## config.mk

```make
export PLATFORM = sky130hd
export DESIGN_NAME = updown_sweep_ctrl_flat
export DESIGN_NICKNAME = d
export VERILOG_FILES = /design/src/rtl/udsweep_pkg.sv /design/src/rtl/updown_sweep_ctrl_if.sv /design/src/rtl/updown_ctr.sv /design/src/rtl/updown_sweep_ctrl.sv /design/src/flat_wrapper.sv
export SDC_FILE = /design/constraint.sdc
export NUM_CORES = 1
export LEC_CHECK = 0
export ABC_AREA = 1
export CAP_MARGIN = 20
export CORE_UTILIZATION = 50
export CTS_CLUSTER_DIAMETER = 60
export DETAILED_ROUTE_END_ITERATION = 8
export DONT_BUFFER_PORTS = 1
export HOLD_SLACK_MARGIN = 0.12
export MAX_ROUTING_LAYER = met4
export SLEW_MARGIN = 40
export SYNTH_ARGS = -nofsm -noshare
export SYNTH_HDL_FRONTEND = slang
export SYNTH_SLANG_ARGS = --single-unit
```

## constraint.sdc

```tcl
create_clock -name clk -period 2 [get_ports clk]
set_input_delay 0.4 -clock clk [delete_from_list [all_inputs] [get_ports clk]]
set_output_delay 0.4 -clock clk [all_outputs]
set_load 0.01 [all_outputs]
```

## src/rtl/udsweep_pkg.sv

```systemverilog
// Shared types and constants for the up/down sweep controller.
// Contents: FSM state enum, default widths, direction encoding.
package udsweep_pkg;

    localparam int unsigned DefWidth = 4;
    localparam int unsigned DefPassW = 4;

    localparam logic DirUp   = 1'b1;
    localparam logic DirDown = 1'b0;

    typedef enum logic [1:0] {
        StIdle,
        StLoad,
        StRun,
        StDone
    } state_e;

endpackage

```

## src/rtl/updown_sweep_ctrl_if.sv

```systemverilog
// Command and status bundle between a command issuer and updown_sweep_ctrl.
// master: drives cmd_valid/cmd_start/cmd_end/cmd_passes/abort (and pause when
//         UDSWEEP_PAUSE_EN is defined); observes cmd_ready/count/busy/done/aborted.
// slave:  the controller side, mirror image of master.
interface updown_sweep_ctrl_if #(
    parameter int unsigned WIDTH  = udsweep_pkg::DefWidth,
    parameter int unsigned PASS_W = udsweep_pkg::DefPassW
) ();
    logic              cmd_valid;
    logic              cmd_ready;
    logic [WIDTH-1:0]  cmd_start;
    logic [WIDTH-1:0]  cmd_end;
    logic [PASS_W-1:0] cmd_passes;
    logic              abort;
`ifdef UDSWEEP_PAUSE_EN
    logic              pause;
`endif
    logic [WIDTH-1:0]  count;
    logic              busy;
    logic              done;
    logic              aborted;

    modport master (
`ifdef UDSWEEP_PAUSE_EN
        output pause,
`endif
        output cmd_valid, cmd_start, cmd_end, cmd_passes, abort,
        input  cmd_ready, count, busy, done, aborted
    );

    modport slave (
`ifdef UDSWEEP_PAUSE_EN
        input  pause,
`endif
        input  cmd_valid, cmd_start, cmd_end, cmd_passes, abort,
        output cmd_ready, count, busy, done, aborted
    );
endinterface

```

## src/rtl/updown_ctr.sv

```systemverilog
// Loadable up/down counter.
// Ports: clk, rst (async, active-high), load (loads l_data, wins over en),
//        en (step one in direction dir), dir (1 = up, 0 = down), count.
import udsweep_pkg::*;

module updown_ctr #(
    parameter int unsigned WIDTH = DefWidth
) (
    input  logic             clk,
    input  logic             rst,
    input  logic             load,
    input  logic             en,
    input  logic             dir,
    input  logic [WIDTH-1:0] l_data,
    output logic [WIDTH-1:0] count
);
    logic [WIDTH-1:0] count_q, count_d;

    always_comb begin
        count_d = count_q;
        if (load) begin
            count_d = l_data;
        end else if (en) begin
            count_d = (dir == DirUp) ? count_q + WIDTH'(1) : count_q - WIDTH'(1);
        end
    end

    always_ff @(posedge clk or posedge rst) begin
        if (rst) begin
            count_q <= '0;
        end else begin
            count_q <= count_d;
        end
    end

    assign count = count_q;
endmodule

```

## src/rtl/updown_sweep_ctrl.sv

```systemverilog
// Sweep sequencer for an up/down counter: accepts (start, end, passes), loads the
// counter with start, steps toward end and optionally ping-pongs between the two
// endpoints for the programmed number of passes.
// Ports: clk, rst (async, active-high), bus (updown_sweep_ctrl_if.slave).
// Optional feature: define UDSWEEP_PAUSE_EN to add the pause input (freezes RUN).
import udsweep_pkg::*;

module updown_sweep_ctrl #(
    parameter int unsigned WIDTH  = DefWidth,
    parameter int unsigned PASS_W = DefPassW
) (
    input logic                  clk,
    input logic                  rst,
    updown_sweep_ctrl_if.slave   bus
);
    state_e            state_q, state_d;
    logic [WIDTH-1:0]  target_q, target_d;
    // Endpoint opposite the target; holds start until the first reversal.
    logic [WIDTH-1:0]  other_q, other_d;
    logic              dir_q, dir_d;
    logic [PASS_W-1:0] passes_q, passes_d;
    logic              aborted_q, aborted_d;

    logic              ctr_load, ctr_en;
    logic [WIDTH-1:0]  count_w;
    logic              pause_w;

`ifdef UDSWEEP_PAUSE_EN
    assign pause_w = bus.pause;
`else
    assign pause_w = 1'b0;
`endif

    always_comb begin
        state_d   = state_q;
        target_d  = target_q;
        other_d   = other_q;
        dir_d     = dir_q;
        passes_d  = passes_q;
        ctr_load  = 1'b0;
        ctr_en    = 1'b0;
        aborted_d = 1'b0;

        unique case (state_q)
            StIdle: begin
                if (bus.cmd_valid) begin
                    target_d = bus.cmd_end;
                    other_d  = bus.cmd_start;
                    dir_d    = (bus.cmd_end >= bus.cmd_start) ? DirUp : DirDown;
                    passes_d = (bus.cmd_passes == '0) ? PASS_W'(1) : bus.cmd_passes;
                    state_d  = StLoad;
                end
            end
            StLoad: begin
                if (bus.abort) begin
                    aborted_d = 1'b1;
                    state_d   = StIdle;
                end else begin
                    ctr_load = 1'b1;
                    state_d  = StRun;
                end
            end
            StRun: begin
                if (bus.abort) begin
                    aborted_d = 1'b1;
                    state_d   = StIdle;
                end else if (!pause_w) begin
                    if (count_w != target_q) begin
                        ctr_en = 1'b1;
                    end else if (passes_q == PASS_W'(1)) begin
                        state_d = StDone;
                    end else begin
                        // Reversal cycle: counter holds while endpoints swap.
                        target_d = other_q;
                        other_d  = target_q;
                        dir_d    = ~dir_q;
                        passes_d = passes_q - PASS_W'(1);
                    end
                end
            end
            StDone: begin
                state_d = StIdle;
            end
            default: begin
                state_d = StIdle;
            end
        endcase
    end

    always_ff @(posedge clk or posedge rst) begin
        if (rst) begin
            state_q   <= StIdle;
            target_q  <= '0;
            other_q   <= '0;
            dir_q     <= DirUp;
            passes_q  <= '0;
            aborted_q <= 1'b0;
        end else begin
            state_q   <= state_d;
            target_q  <= target_d;
            other_q   <= other_d;
            dir_q     <= dir_d;
            passes_q  <= passes_d;
            aborted_q <= aborted_d;
        end
    end

    updown_ctr #(
        .WIDTH (WIDTH)
    ) u_ctr (
        .clk    (clk),
        .rst    (rst),
        .load   (ctr_load),
        .en     (ctr_en),
        .dir    (dir_q),
        .l_data (other_q),
        .count  (count_w)
    );

    assign bus.cmd_ready = (state_q == StIdle);
    assign bus.count     = count_w;
    assign bus.busy      = (state_q == StLoad) || (state_q == StRun);
    assign bus.done      = (state_q == StDone);
    assign bus.aborted   = aborted_q;
endmodule

```

## src/flat_wrapper.sv

```systemverilog
// flat-port wrapper written by rule: the top's interface ports become plain ports
module updown_sweep_ctrl_flat 
#(
    parameter int unsigned WIDTH  = DefWidth,
    parameter int unsigned PASS_W = DefPassW
)
  (clk, rst, bus_cmd_valid, bus_cmd_start, bus_cmd_end, bus_cmd_passes, bus_abort, bus_cmd_ready, bus_count, bus_busy, bus_done, bus_aborted);
  updown_sweep_ctrl_if #(.WIDTH(WIDTH), .PASS_W(PASS_W)) bus_i ();
  input logic clk;
  input logic rst;
  input wire logic [$bits(bus_i.cmd_valid)-1:0] bus_cmd_valid;
  input wire logic [$bits(bus_i.cmd_start)-1:0] bus_cmd_start;
  input wire logic [$bits(bus_i.cmd_end)-1:0] bus_cmd_end;
  input wire logic [$bits(bus_i.cmd_passes)-1:0] bus_cmd_passes;
  input wire logic [$bits(bus_i.abort)-1:0] bus_abort;
  output wire logic [$bits(bus_i.cmd_ready)-1:0] bus_cmd_ready;
  output wire logic [$bits(bus_i.count)-1:0] bus_count;
  output wire logic [$bits(bus_i.busy)-1:0] bus_busy;
  output wire logic [$bits(bus_i.done)-1:0] bus_done;
  output wire logic [$bits(bus_i.aborted)-1:0] bus_aborted;
  assign bus_i.cmd_valid = bus_cmd_valid;
  assign bus_i.cmd_start = bus_cmd_start;
  assign bus_i.cmd_end = bus_cmd_end;
  assign bus_i.cmd_passes = bus_cmd_passes;
  assign bus_i.abort = bus_abort;
  assign bus_cmd_ready = bus_i.cmd_ready;
  assign bus_count = bus_i.count;
  assign bus_busy = bus_i.busy;
  assign bus_done = bus_i.done;
  assign bus_aborted = bus_i.aborted;
  updown_sweep_ctrl #(.WIDTH(WIDTH), .PASS_W(PASS_W)) u_core (.clk(clk), .rst(rst), .bus(bus_i));
endmodule
```

## Word level (Yosys, flattened, before mapping)

Index checks and enable logic that the tools add are counted.

| word-level totals | value |
|---|---|
| input port bits | 16 |
| register bits after elaboration | 20 |

| cells by class | value |
|---|---|
| $add $sub $neg | 3 |
| eq/ne operators | 11 |
| reduce and logical (&&, ||, !) cells | 8 |
| mux-type cells | 38 |
| order comparisons | 1 |
| bitwise gates (word level) | 1 |

Operators by type and width:

| operator | count |
|---|---|
| 4-bit 2-to-1 mux | 16 |
| 4-bit case mux with 2 select lines | 3 |
| 1-bit 2-to-1 mux | 12 |
| 2-bit 2-to-1 mux | 5 |
| 2-bit != test, second input constant | 4 |
| 2-bit case mux with 4 select lines | 1 |
| 4-bit by 1-bit subtractor with 4-bit output, second input constant | 2 |
| 5-bit AND reduction | 1 |
| 4-bit by 1-bit adder with 4-bit output, second input constant | 1 |
| 2-bit == test, second input constant | 2 |
| 4-bit by 1-bit == test with 1-bit output, second input constant | 1 |
| 4-bit greater-or-equal comparator | 1 |
| 4-bit zero test | 1 |
| 4-bit != test | 1 |
| 2-bit nonzero test | 2 |
| 3-bit by 2-bit != test with 1-bit output, second input constant | 1 |
| 3-bit != test, second input constant | 1 |
| 3-bit AND reduction | 1 |
| 2-bit by 1-bit == test with 1-bit output, second input constant | 1 |
| 2-bit zero test | 1 |
| 1-bit case mux with 2 select lines | 1 |
| 2-bit OR reduction | 1 |
| 1-bit logical OR | 1 |
| 1-bit inverter | 1 |

## Depth between registers and ports, before layout

| logic depth | value |
|---|---|
| word-level depth | 6 |
| depth in mapped cells | 11 |
| mapped depth without buffers | 11 |

## Hierarchy

Synthesis repeated with hierarchy kept, for this count alone.

| unflattened totals | value |
|---|---|
| cell total of the unflattened synthesis | 219 |
| area, all modules | 1512.7 um^2 |

By module, submodules not included:

| module | area an instance (um^2) | cells each | sequential area each (um^2) | instances |
|---|---|---|---|---|
| updown_sweep_ctrl | 1218.7 | 181 | 401.6 | 1 |
| updown_ctr | 294.0 | 38 | 100.1 | 1 |

## Worst setup path before layout

OpenSTA, ideal clock, no wires.

| path | value |
|---|---|
| path kind | reg-to-reg |
| start point | register u_core.state_q[0] |
| end point | register u_core.other_q[1] |
| library setup time | 0.117 ns |
| slack | 0.474 ns |
| data required time | 1.883 ns |
| clock period less this slack | 1.526 ns |
| arrival time | 1.409 ns |
| cell stages (with the launch flop) | 9 |
| path through | dfrtp_1 > inv_1 > ha_1 > inv_1 > or2_0 > clkbuf_2 > buf_2 > nand3_1 > nand2_1 |

| on the way | value |
|---|---|
| word-level cells in the longest chain between the ends | 3 |
| elaborated cells on any way between the ends | 9 |
| those cells by class | 5 x eq/ne; 1 x mux; 3 x reduce/logical |

RTL lines:

| what | line | text |
|---|---|---|
| from (decl) | updown_sweep_ctrl.sv:16 | `state_e state_q, state_d;` |
| from (signal assigned) | updown_sweep_ctrl.sv:92 | `state_q <= StIdle;` |
| from (signal assigned) | updown_sweep_ctrl.sv:99 | `state_q <= state_d;` |
| 2-bit zero test * | -- |  |
| named net bus_cmd_ready | flat_wrapper.sv:16 | `output wire logic [$bits(bus_i.cmd_ready)-1:0] bus_cmd_ready;` |
| 2-bit != test (no source line) or 2-bit nonzero test (tied branches) | -- |  |
| 5-bit AND reduction (no source line) | -- |  |
| to (signal assigned) | updown_sweep_ctrl.sv:101 | `other_q <= other_d;` |
| to (decl) | updown_sweep_ctrl.sv:19 | `logic [WIDTH-1:0] other_q, other_d;` |

Mark *: on every way through the listed nets, which the timed path passes. The rest lies on a longest branch.
A chain may end at the register's enable or synchronous reset.

## Final worst setup path

| path | value |
|---|---|
| start point | register u_core.state_q[0] |
| end point | register u_core.other_q[2] |

| on the way | value |
|---|---|
| word-level cells in the longest chain between the ends | 3 |
| elaborated cells on any way between the ends | 9 |
| those cells by class | 5 x eq/ne; 1 x mux; 3 x reduce/logical |

RTL lines:

| what | line | text |
|---|---|---|
| 2-bit == test or 2-bit zero test (tied branches) | updown_sweep_ctrl.sv:44 | `unique case (state_q)` |
| 2-bit != test (no source line) or 2-bit nonzero test (tied branches) | -- |  |
| 5-bit AND reduction (no source line) | -- |  |

Parallel ways exist; a longest one is shown, timed or not.

==> flow_summary_export.csv <==
group,metric,value,unit
cells_and_area,finish.utilization,55.6,%
logic_synthesis,synth_edf_count,0,
route,avgViaCountPerCell,5.14,
die,initial_core_util,53.5,%
route,firstDrtPassIters,6,
global_route,grt_usage,21.8,%
logic_synthesis,yosysTopAreaCell,"dfrtp_1",
power_and_ir_drop,power,2.52,mW
route,drt-total-wl,2940,µm
critical_path,endpoint_kind,"register",
route,postRouteAntennaNets,0,
die,fp.coreArea,2810,µm²
sta,finalSetupViolCount,0,
clocking,cts_tree,"built",
logic_synthesis,syn_area,1500,µm²
sta,max_slew_margin,53.6,%
critical_path,crit_start,"u_core.state_q[0]",
critical_path,reg2reg_from,"u_core.state_q[0]",
die,ioPinCount,24,
cells_and_area,drive_gt1_share,8.26,%
logic_synthesis,yosysSeqAreaShare,33.4,%
power_and_ir_drop,p_leak,0.899,nW
sta,worst_pin_slew,0.692,ns
sta,rsz0062_at_grt,"no",
sta,fmax,577,MHz
logic_synthesis,yosysMostFrequentCell,"nand2_1",
clocking,hold_buffers,0,
logic_synthesis,netlist_top_cells_area,"dfrtp_1 (32%), nand2_1 (23%), ha_1 (10%)",
clocking,insertion_delay,0.30,ns
die,die_w,56.8,µm
sta,post-route-min-period,1.73,ns
critical_path,worst-setup-path-type,"reg -> reg",
clocking,post_cts_buffers,0,
min_path,worstHoldPathCells,2,
critical_path,critPathLaunchType,"register",
die,die_area,3220,µm²
global_route,overflow,0,
logic_synthesis,ys_async_sr_fraction,100,%
die,fp.dieH,56.8,µm
sta,slew_viol_final,0,
critical_path,reg2reg_depth,9,
clocking,clockBufferDepth,2,
cells_and_area,syn2layout_area_growth,3.92,%
route,via_count,1279,
clocking,htree_levels,1,
critical_path,required,2.19,ns
logic_synthesis,synthTopCellsByCount,"nand2_1 (92), inv_1 (29), nand3_1 (22), dfrtp_1 (19), ha_1 (12)",
clocking,clock-sinks,20,
logic_synthesis,yosys.area.top_type_share,31.7,%
global_route,grt_pass1_vias,1253,
logic_synthesis,synth_cells,217,
sta,fin_tns_setup,0,ns
route,drtIter0Drc,48,
global_route,grt_max_degree,21,
min_path,hold_path.class,"in -> reg",
global_route,antenna_found_initial,0,
clocking,clk_pin_slew_worst_paths,0.12,ns
cells_and_area,antenna_cells,0,
sta,post-route-period-util,86.7,%
logic_synthesis,yosysWarningCount,0,
power_and_ir_drop,powerDensity,1620,nW/µm²
run_status,violations,"DRC",
route,post-route-drc-count,2,
power_and_ir_drop,peakVddDrop,0.621,mV
critical_path,critPathMaxFanout,17,
logic_synthesis,synth_area_per_cell,6.91,µm²
logic_synthesis,synthDistinctLibCells,29,
logic_synthesis,yosys_most_used_dff,"dfrtp_1",
critical_path,r2r_end,"u_core.other_q[2]",
cells_and_area,final_nets,248,
placed_design,numPortBuffers,0,
logic_synthesis,synth_nets,246,
logic_synthesis,ys_ff_latch,20,
min_path,worstHoldStart,"bus_abort",
placed_design,place.gp.congestion,0.851,
min_path,holdPathEnd,"u_core.bus.aborted",
run_status,status,"finished with violations",
route,wl_per_cell,11.8,µm
placed_design,hpwl,2290,µm
clocking,cts_buffers,3,
clocking,ctsResizeCount,0,
critical_path,crit_arrival,1.93,ns
sta,clock_skew,0.0115,ns
critical_path,ff2ff_setup_slack,0.27,ns
global_route,grt_pass1_wl,5380,µm
clocking,root_buffer,"clkbuf_4",
die,rows,19,
sta,hold_violations,0,
flow_run,cap_violations,0,
-- cells in the final DEF, fill, tap and decap left out, types with 2 or more instances in the layout --
cell      Yosys  routed
nand2_1      92      92
inv_1        29      28
nand3_1      22      22
dfrtp_1      19      19
ha_1         12      12
o21ai_0       7       7
nand2_4       3       3
nor2_1        3       3
nand4_1       3       3
a21oi_1       3       3
o21ai_1       3       3
clkbuf_4      0       3
buf_4         1       3
nor2_2        2       2
-- through the flow --
step / hold slack, ns / setup slack (ns) / area [µm²] / instances
floorplan: 0.363 / 0.474 / 1500 / 217
detailed placement: 0.455 / 0.305 / 1510 / 244
finish: 0.203 / 0.266 / 1560 / 249
CTS: 0.126 / 0.279 / 1550 / 248
global placement: 0.459 / 0.337 / 1510 / 244
global route: 0.200 / 0.171 / 1560 / 249
-- kinds of logic (layout without fill, tap and decap cells) --
logic type                 Yosys count  in the layout  synth area share (%)
AOI/OAI and AO/OA                   16             16                  5.92
and+or+nand+nor                    129            129                  37.4
xor gates and xnor gates             2              2                  1.17
buffers and inverters               37             38                  10.8
DFF                                 20             20                  33.4
adders and majority gates           13             13                  11.3
-- where the power goes --
part           switching [mW]  leakage, nW  internal [mW]
logic                   0.881        0.632          0.537
registers               0.254        0.246          0.618
clock network           0.121       0.0210          0.111
-- how the worst max path moves through the flow --
stage                    endpoint  slack, ns  depth (start not counted)
3_3_place_gp   u_core.passes_q[1]       0.34                          9
6_report        u_core.other_q[2]       0.27                          9
5_1_grt         u_core.other_q[3]       0.17                          9
3_5_place_dp   u_core.target_q[1]       0.31                          9
2_1_floorplan   u_core.other_q[1]       0.47                          8
4_1_cts        u_core.target_q[1]       0.28                          9
-- critical path, stage by stage (launching register included) --
cell and delay, ns:
dfrtp_1 0.43, inv_1 0.09, ha_1 0.25, buf_4 0.21
inv_1 0.09, nand2_1 0.09, nand2_4 0.18, nand2_4 0.14
nand2_1 0.09, nand2_1 0.05
-- layout make-up --
type | count | area, µm²
fill | 289 | 1250
tap | 31 | 38.8
multi-input combinational | 160 | 837
inverter | 30 | 113
sequential | 20 | 502
clock buffer | 4 | 36.3
timing repair buffer | 4 | 32.5
-- registers in the layout, summed over array words and instances (netlist names) --
signal,count
u_core.other_q,4
u_core.passes_q,4
u_core.target_q,4
u_core.u_ctr.count,4
u_core.state_q,2
u_core.bus.aborted,1
u_core.dir_q,1
-- layer usage --
metal / wire, µm / GRT usage (%)
met1: 1420 / 28.9
met2: 1350 / 34.5
met3: 158 / 4.15
met4: 18 / 5.23
met5: 0 / -
Power figures use the tool's default switching activity.
